`config.mk`:
```
export PLATFORM = sky130hd
export DESIGN_NAME = fetch_unit
export DESIGN_NICKNAME = d
export VERILOG_FILES = /design/src/rtl/mips_pkg.sv /design/src/rtl/next_pc_calc.sv /design/src/rtl/fetch_unit.sv
export SDC_FILE = /design/constraint.sdc
export NUM_CORES = 1
export LEC_CHECK = 0
export BUFFER_PORTS_ARGS = -buffer_cell sky130_fd_sc_hd__buf_2
export CORE_UTILIZATION = 35
export DETAILED_ROUTE_END_ITERATION = 16
export MAX_ROUTING_LAYER = met4
export PLACE_DENSITY = 0.67
export SLEW_MARGIN = 20
export SYNTH_ARGS = -nofsm -noshare
export SYNTH_HDL_FRONTEND = slang
export SYNTH_SLANG_ARGS = --single-unit
```
`constraint.sdc`:
```
create_clock -name clk -period 5.6 [get_ports clk]
set_input_delay 1.68 -clock clk [delete_from_list [all_inputs] [get_ports clk]]
set_output_delay 1.68 -clock clk [all_outputs]
set_load 0.01 [all_outputs]
```
`src/rtl/mips_pkg.sv`:
```
// Shared definitions for the MIPS core: opcode encodings, fetch FSM states
// and the default reset PC.
package mips_pkg;

    localparam logic [31:0] RESET_PC_DEFAULT = 32'h0000_0000;

    localparam logic [5:0] OP_RTYPE = 6'b000000;
    localparam logic [5:0] OP_ADDI  = 6'b001000;
    localparam logic [5:0] OP_LW    = 6'b100011;
    localparam logic [5:0] OP_SW    = 6'b101011;
    localparam logic [5:0] OP_BEQ   = 6'b000100;
    localparam logic [5:0] OP_BNE   = 6'b000101;
    localparam logic [5:0] OP_J     = 6'b000010;

    typedef enum logic [1:0] {
        ST_FETCH,
        ST_WAIT,
        ST_ISSUE,
        ST_HALT
    } fetch_state_e;

    function automatic logic is_legal_opcode(input logic [5:0] op);
        return op inside {OP_RTYPE, OP_ADDI, OP_LW, OP_SW, OP_BEQ, OP_BNE, OP_J};
    endfunction

endpackage

```
`src/rtl/next_pc_calc.sv`:
```
// Next-PC selection for the fetch unit: jump target, taken-branch target or
// sequential PC, with jump taking priority over branch.
module next_pc_calc (
    input  logic [31:0] pc_plus4,
    input  logic [25:0] target,
    input  logic        jmp,
    input  logic        branch,
    input  logic        branch_taken,
    output logic [31:0] next_pc
);

    logic [31:0] branch_offset;

    // Low 16 bits of the jump field are the branch immediate.
    assign branch_offset = {{14{target[15]}}, target[15:0], 2'b00};

    always_comb begin
        if (jmp) begin
            next_pc = {pc_plus4[31:28], target, 2'b00};
        end else if (branch && branch_taken) begin
            next_pc = pc_plus4 + branch_offset;
        end else begin
            next_pc = pc_plus4;
        end
    end

endmodule

```
`src/rtl/fetch_unit.sv`:
```
// Instruction fetch sequencer: holds the PC, fetches over a req/valid
// handshake and issues words to the decoder. Optional feature: FETCH_ILLEGAL_OP_EN.
module fetch_unit
    import mips_pkg::*;
#(
    parameter logic [31:0] RESET_PC = RESET_PC_DEFAULT
) (
    input  logic        clk,
    input  logic        rst,
    output logic        imem_req,
    output logic [31:0] imem_addr,
    input  logic [31:0] imem_rdata,
    input  logic        imem_valid,
    output logic [31:0] instr,
    output logic [5:0]  opcode,
    output logic        instr_valid,
    input  logic        issue_ack,
    input  logic        jmp,
    input  logic        branch,
    input  logic        branch_taken,
    output logic [31:0] pc,
    output logic [31:0] pc_plus4,
    output logic        illegal
);

    fetch_state_e state_q, state_d;
    logic [31:0]  pc_q, pc_d;
    logic [31:0]  instr_q, instr_d;
    logic         req_q, req_d;
    logic         instr_valid_q, instr_valid_d;
    logic         illegal_q, illegal_d;
    logic         illegal_hit;
    logic         capture;
    logic [31:0]  next_pc;

`ifdef FETCH_ILLEGAL_OP_EN
    assign illegal_hit = !is_legal_opcode(imem_rdata[31:26]);
`else
    assign illegal_hit = 1'b0;
`endif

    // Responses are only accepted while waiting; strobes in other states are dropped.
    assign capture = (state_q == ST_WAIT) && imem_valid;

    next_pc_calc u_next_pc_calc (
        .pc_plus4     (pc_plus4),
        .target       (instr_q[25:0]),
        .jmp          (jmp),
        .branch       (branch),
        .branch_taken (branch_taken),
        .next_pc      (next_pc)
    );

    // NOTE: sequential state uses non-blocking assignments so every register
    // samples the pre-edge values regardless of statement order.
    always_ff @(posedge clk) begin
        if (rst) begin
            state_q       <= ST_FETCH;
            pc_q          <= RESET_PC;
            instr_q       <= '0;
            req_q         <= 1'b0;
            instr_valid_q <= 1'b0;
            illegal_q     <= 1'b0;
        end else begin
            state_q       <= state_d;
            pc_q          <= pc_d;
            instr_q       <= instr_d;
            req_q         <= req_d;
            instr_valid_q <= instr_valid_d;
            illegal_q     <= illegal_d;
        end
    end

    always_comb begin
        state_d = state_q;
        case (state_q)
            ST_FETCH: state_d = ST_WAIT;
            ST_WAIT: begin
                if (imem_valid) begin
                    state_d = illegal_hit ? ST_HALT : ST_ISSUE;
                end
            end
            ST_ISSUE: begin
                if (issue_ack) begin
                    state_d = ST_FETCH;
                end
            end
            ST_HALT:  state_d = ST_HALT;
            default:  state_d = ST_FETCH;
        endcase
    end

    // NOTE: every output of this block gets a default first, so no path
    // leaves a value unassigned and no latch is inferred.
    always_comb begin
        pc_d          = pc_q;
        instr_d       = instr_q;
        illegal_d     = illegal_q;
        req_d         = (state_d == ST_FETCH) || (state_d == ST_WAIT);
        instr_valid_d = (state_d == ST_ISSUE);
        if (capture) begin
            instr_d = imem_rdata;
            if (illegal_hit) begin
                illegal_d = 1'b1;
            end
        end
        if ((state_q == ST_ISSUE) && issue_ack) begin
            pc_d = next_pc;
        end
    end

    assign imem_req    = req_q;
    assign imem_addr   = pc_q;
    assign instr       = instr_q;
    assign opcode      = instr_q[31:26];
    assign instr_valid = instr_valid_q;
    assign pc          = pc_q;
    assign pc_plus4    = pc_q + 32'd4;
    assign illegal     = illegal_q;

endmodule

```
==> flow_metrics.env, run 1 <==
export IMPL_outcome="finished clean"
export IMPL_yosys_top_cells_area="dfxtp_1 24%, nand2_1 9.3%, ha_1 8.2%"
export IMPL_critPathKind="flip-flop to flip-flop"
export IMPL_start_util=0.360
export IMPL_r2r_end="imem_addr[31]$_SDFFE_PP0P_"
export IMPL_synth_commonest_cells="136 x nand2_1, 79 x a21oi_1, 66 x dfxtp_1"
export IMPL_total_leakage_power_uw=0.00302
export IMPL_wirelength_um=17400
export IMPL_grt_usage=0.226
export IMPL_critPathSlowestCell="nor3_1"
export IMPL_grt_first_pass_wirelength_um=27900
export IMPL_globalplace_congestion=0.957
export IMPL_critPathLaunchType="flip-flop"
export IMPL_cts_root_buf="clkbuf_16"
export IMPL_io_pins=176
export IMPL_htree_levels=3
export IMPL_ant_nets=0
export IMPL_drive_gt1_frac=0.232
export IMPL_whs_path_depth=2
export IMPL_hp_class="flip-flop to flip-flop"
export IMPL_pwr_share_seq=0.427
export IMPL_setup_tns_ps=0
export IMPL_critPathTopFamily="simple AND/OR/NAND/NOR gates"
export IMPL_via_count=5712
export IMPL_peakVddDrop_mv=0.145
export IMPL_cts_buffers_inserted=9
export IMPL_ys_types=68
export IMPL_hold_violations=0
export IMPL_p_clk_frac=0.419
export IMPL_setup_viol=0
export IMPL_syn2layout_area_growth_pct=16.5
export IMPL_port_buffers=168
export IMPL_crit_path_max_incr_delay_ps=550
export IMPL_viasPerCell=5.35
export IMPL_async_flop_share=0
export IMPL_syn_area_per_cell_um2=7.40
export IMPL_grt_max_degree=58
export IMPL_combPwrFrac=0.154
export IMPL_firstDrtPassIters=4
export IMPL_chipWidth_um=127
export IMPL_core_area_um2=15300
export IMPL_clk_path_buf_depth=2
export IMPL_yosys_warnings=0
export IMPL_slew_violations=0
export IMPL_post_dp_hpwl_um=12800
export IMPL_seq_area_frac_synth=0.240
export IMPL_holdWs_ps=462
export IMPL_synth_edf_count=0
export IMPL_power_density_nw_per_um2=184
export IMPL_crit_path_end_kind="flip-flop"
export IMPL_n_fill_cell=1607
export IMPL_reg2reg_from="imem_addr[2]$_SDFFE_PP0P_"
export IMPL_grt_use_met3=0.0385
export IMPL_power_total_uw=1180
export IMPL_r2r_cells=14
export IMPL_period_share=0.788
export IMPL_yosys_area_top_type_share=0.240
export IMPL_synth_seq_cells=66
export IMPL_synth_area_um2=5500
export IMPL_maxCapViolations=0
export IMPL_grt_util_met2=0.355
export IMPL_fin_skew_ps=9.63
export IMPL_p_int_uw=854
export IMPL_clkLatencyLatePin_ps=340
export IMPL_ctsHoldBuffers=0
export IMPL_cp_cell_sequence="ha_1, nand4_1, nor3_1, and3_1, xor2_1, ha_1, a21oi_1, nor2_1, or2_2, a21oi_1, a2111oi_0, a211oi_1, mux2i_1, mux2_1"
export IMPL_drt_iter0_drc=380
export IMPL_grt_use_met1=0.290
export IMPL_synth_flop_cell="dfxtp_1"
export IMPL_nets=932
export IMPL_worstMarginPinSlew_ps=1030
export IMPL_grt_pass1_vias=5332
export IMPL_worstPathMaxFanout=8
export IMPL_switching_share=0.278
export IMPL_grt_busiest_layer="met2"
export IMPL_rsz0062_at_grt="false"
export IMPL_cts_sinks=66
export IMPL_min_to="instr[31]$_SDFFE_PP0P_"
export IMPL_diodes=0
export IMPL_num_rows=45
export IMPL_min_delay_start="instr[31]$_SDFFE_PP0P_"
export IMPL_synth_most_common_cell="nand2_1"
export IMPL_fp_dieH_um=127
export IMPL_antenna_found_initial=0
export IMPL_cts_resized=0
export IMPL_yosys_area_top_type="dfxtp_1"
export IMPL_cts_tree="done"
export IMPL_grt_remaining_overflow=0
export IMPL_finalCriticalPeriod_ps=4410
export IMPL_drc_errors=0
export IMPL_clk_pin_slew_ps=60
export IMPL_arrival_ps=4630
export IMPL_rrSetupSlack_ps=1190
export IMPL_p_switching_uw=328
export IMPL_dieArea_um2=16200
export IMPL_wl_per_cell_um=16.3
export IMPL_critPathBufInv=0
export IMPL_fmax_mhz=227
export IMPL_required_ps=5820
export IMPL_max_slew_margin_rel=0.314
export IMPL_syn_inst=743
export IMPL_post_cts_buffers=0
-- cells in the final DEF, fill, tap and decap left out, drive strengths merged, types with 3 or more instances in the layout --
cell	netlist	final
a21oi	79	79
a32o	6	6
ha	36	36
nor4	3	3
nand4	6	6
dfxtp	66	66
a211o	6	6
nor2	51	51
buf	51	177
clkbuf	29	11
and2	4	4
nor3	16	16
nor2b	7	7
a21o	11	11
and3	13	13
nand3b	3	3
conb	1	7
o211ai	15	15
mux2i	6	6
and4	7	7
o31a	4	4
o21a	4	4
a211oi	10	10
nand2b	10	10
a31oi	11	11
inv	10	10
nor3b	3	3
nand2	136	136
nand3	25	25
o21ai	32	32
xor2	25	25
o22ai	3	3
xnor2	21	21
-- sequential cells by signal, summed over array words and instances (netlist names) --
| signal | cells |
|---|---|
| imem_addr | 30 |
| imem_req | 1 |
| instr | 32 |
| instr_valid | 1 |
| state_q | 2 |
-- worst reg2reg max path, cell delays in order, from the launching register on --
cell and delay [ps]:
dfxtp_1 440, ha_1 280, nand4_1 310, nor3_1 550
and3_1 240, xor2_1 230, ha_1 330, a21oi_1 270
nor2_1 100, or2_2 290, a21oi_1 270, a2111oi_0 120
a211oi_1 280, mux2i_1 230, mux2_1 340
-- per-stage QoR --
| stage | worst slack, ps | utilization | instance area (um^2) | std cells |
|---|---|---|---|---|
| 2_1_floorplan | 1680 | - | 5520 | 749 |
| 3_3_place_gp | 1350 | 0.404 | 6160 | 1056 |
| 3_5_place_dp | 1220 | 0.404 | 6160 | 1056 |
| 4_1_cts | 1200 | 0.420 | 6410 | 1068 |
| 5_1_grt | 833 | 0.420 | 6410 | 1068 |
| 6_report | 1190 | 0.420 | 6410 | 1068 |
-- cells by family after synthesis --
kind of cell / Yosys count / synth area share
flip-flops: 66 / 0.240
AO/OA/AOI/OAI: 203 / 0.236
XOR/XNOR: 46 / 0.0732
multiplexers: 7 / 0.0130
AND/OR/NAND/NOR: 292 / 0.248
buffers and inverters: 91 / 0.104
other: 1 / 0.000682
adder cells (fa/ha/maj): 37 / 0.0855
-- power groups by stage --
stage	registers, uW	logic [uW]	clock network [uW]
6_report	505	181	496
5_1_grt	507	202	531
4_1_cts	505	182	511
3_5_place_dp	514	181	0
3_3_place_gp	514	180	0
2_1_floorplan	518	120	0
-- metal layers --
layer,vias to the layer above,wire [um]
li1,2829,-
met1,2646,8090
met2,205,7840
met3,32,1030
met4,0,400
met5,-,0
-- worst max path at each step --
| stage | from | end | cells past startpoint |
|---|---|---|---|
| after floorplan | imem_addr[2]$_SDFFE_PP0P_ | imem_addr[31]$_SDFFE_PP0P_ | 14 |
| after global placement | imem_addr[2]$_SDFFE_PP0P_ | imem_addr[31]$_SDFFE_PP0P_ | 14 |
| after detailed placement | imem_addr[2]$_SDFFE_PP0P_ | imem_addr[31]$_SDFFE_PP0P_ | 14 |
| after CTS | imem_addr[2]$_SDFFE_PP0P_ | imem_addr[31]$_SDFFE_PP0P_ | 14 |
| after global routing | imem_addr[2]$_SDFFE_PP0P_ | imem_addr[31]$_SDFFE_PP0P_ | 14 |
| final | imem_addr[2]$_SDFFE_PP0P_ | imem_addr[31]$_SDFFE_PP0P_ | 14 |
-- area by class of cell --
cell class	count	area [um^2]	area share
clock buffer	11	243	0.0379
clock inverter	1	5.00	0.000781
inverter	10	37.5	0.00586
multi-input combinational	592	3630	0.566
sequential	66	1320	0.206
tap	211	264	0.0412
timing repair buffer	177	908	0.142
No activity file was read; power rests on OpenSTA's default activity.
==> inputs of run 2 (changes only) <==
==> constraint.sdc (replaced) <==
create_clock -name clk -period 4.2 [get_ports clk]
set_input_delay 1.26 -clock clk [delete_from_list [all_inputs] [get_ports clk]]
set_output_delay 1.26 -clock clk [all_outputs]
set_load 0.01 [all_outputs]
==> run 2 against run 1 <==
Compared with the run above: die area unchanged; cell area increased by 4.4%; setup slack got worse by 870 ps.
==> flow_metrics.env, run 2 (synthesis results as in run 1) <==
export IMPL_largest_reg_flops=32
export IMPL_grt_max_degree=54
export IMPL_required_ps=4430
export IMPL_wirelength_um=18100
export IMPL_worstMarginPinSlew_ps=1010
export IMPL_diodes=0
export IMPL_total_leakage_power_uw=0.00321
export IMPL_hold_violations=0
export IMPL_critPathKind="flip-flop to flip-flop"
export IMPL_multi_input_area_um2=3650
export IMPL_clkLatencyLatePin_ps=350
export IMPL_fp_dieH_um=127
export IMPL_cts_root_buf="clkbuf_16"
export IMPL_power_total_uw=1630
export IMPL_grt_pass1_vias=5437
export IMPL_chipWidth_um=127
export IMPL_setup_viol=0
export IMPL_finalNonFillerCells=1102
export IMPL_setup_tns_ps=0
export IMPL_p_clk_frac=0.432
export IMPL_place_inst=1086
export IMPL_clk_pin_slew_ps=60
export IMPL_slew_violations=0
export IMPL_firstDrtPassIters=4
export IMPL_hp_class="flip-flop to flip-flop"
export IMPL_ff_latch_area_um2=1320
export IMPL_maxCapViolations=0
export IMPL_syn2layout_area_growth_pct=21.6
export IMPL_power_density_nw_per_um2=244
export IMPL_n_fill_cell=1604
export IMPL_ctsHoldBuffers=0
export IMPL_worstPathMaxFanout=8
export IMPL_combPwrFrac=0.156
export IMPL_grt_usage=0.234
export IMPL_antenna_found_initial=0
export IMPL_p_switching_uw=461
export IMPL_drt_iter0_drc=348
export IMPL_nets=963
export IMPL_dieArea_um2=16200
export IMPL_via_count=5913
export IMPL_cts_tree="done"
export IMPL_post_dp_hpwl_um=13600
export IMPL_crit_path_end_kind="flip-flop"
export IMPL_globalplace_congestion=0.915
export IMPL_ant_nets=0
export IMPL_preCtsSetupSlack_ps=161
export IMPL_whs_path_depth=2
export IMPL_cts_sinks=66
export IMPL_start_util=0.360
export IMPL_viasPerCell=5.37
export IMPL_cts_buffers_inserted=9
export IMPL_port_buffers=168
export IMPL_arrival_ps=4110
export IMPL_outcome="finished clean"
export IMPL_htree_levels=3
export IMPL_grt_remaining_overflow=0
export IMPL_num_rows=45
export IMPL_layout_commonest_cell="buf_2"
export IMPL_clk_path_buf_depth=2
export IMPL_fmax_mhz=258
export IMPL_period_share=0.924
export IMPL_postLayoutCoreUtil=0.438
export IMPL_pwr_share_seq=0.412
export IMPL_critPathLaunchType="flip-flop"
export IMPL_io_pins=176
export IMPL_final_cell_mix="168 x buf_2, 136 x nand2_1, 78 x a21oi_1"
export IMPL_drc_errors=0
export IMPL_r2r_cells=15
export IMPL_finalCriticalPeriod_ps=3880
export IMPL_max_slew_margin_rel=0.327
export IMPL_switching_share=0.283
export IMPL_worst_slack_ps=318
export IMPL_wl_per_cell_um=16.4
export IMPL_core_area_um2=15300
export IMPL_drive_gt1_frac=0.265
export IMPL_fin_skew_ps=7.90
export IMPL_peakVddDrop_mv=0.140
export IMPL_grt_first_pass_wirelength_um=28600
export IMPL_p_int_uw=1170
run 2: cell count changes in the layout (fill, tap and decap cells not counted):
cell,change
nor3_2,+1
nor4_4,+1
buf_4,+31
clkinv_2,+2
nor3_1,-1
a21oi_2,+1
a21oi_1,-1
clkbuf_8,+1
nor4_1,-1
run 2: path summary, 6_finish.rpt:
kind                             startpoint                    endpoint  slack [ps]
setup / recovery  imem_addr[2]$_SDFFE_PP0P_  imem_addr[31]$_SDFFE_PP0P_         320
hold / removal       instr[27]$_SDFFE_PP0P_      instr[27]$_SDFFE_PP0P_         460
setup reg to reg  imem_addr[2]$_SDFFE_PP0P_  imem_addr[31]$_SDFFE_PP0P_         320
hold reg to reg      instr[27]$_SDFFE_PP0P_      instr[27]$_SDFFE_PP0P_         460
run 2: power groups by stage:
stage / combinational [uW] / sequential [uW] / clock (uW)
6_report: 254 / 672 / 705
5_1_grt: 281 / 675 / 762
4_1_cts: 254 / 672 / 721
3_5_place_dp: 253 / 685 / 0
3_3_place_gp: 252 / 685 / 0
2_1_floorplan: 160 / 690 / 0
run 2: cell type report:
cell class | instances | area share
flip-flops and latches | 66 | 0.198
multi-input cells | 592 | 0.546
inverters | 10 | 0.00561
clock inverters | 3 | 0.00224
repair buffers | 208 | 0.171
clock buffers | 12 | 0.0383
well taps | 211 | 0.0395
run 2: per-stage QoR:
stage | hold WS, ps | cell area, um^2
after floorplan | 472 | 5520
after global placement | 451 | 6390
after detailed placement | 458 | 6390
after CTS | 465 | 6660
after global routing | 490 | 6690
final | 461 | 6690
run 2: metal layers:
metal / wire, um / vias up / global-route usage / part of all wire
met1: 8340 / 2779 / 0.300 / 0.46
met4: 366 / 0 / 0.0826 / 0.020
met3: 1130 / 25 / 0.0410 / 0.062
met2: 8270 / 208 / 0.368 / 0.46
met5: 0 / - / - / 0
li1: - / 2901 / - / -
run 2: timing repair:
item | 4_1_cts | 5_1_grt
buffers inserted | 0 | 1
setup endpoints to repair | 0 | 2
gates resized for setup | 0 | 4
run 2: critical path, stage by stage, from the launching register on:
cell and delay [ps]:
dfxtp_1 440, ha_1 290, nand4_1 110, buf_4 190, nor3_2 170, buf_4 180, xor2_1 270, ha_1 380
nand2_1 160, nor2_1 70, or2_2 310, nor2_1 200, a2111oi_0 140, a211oi_1 290, mux2i_1 230, mux2_1 320
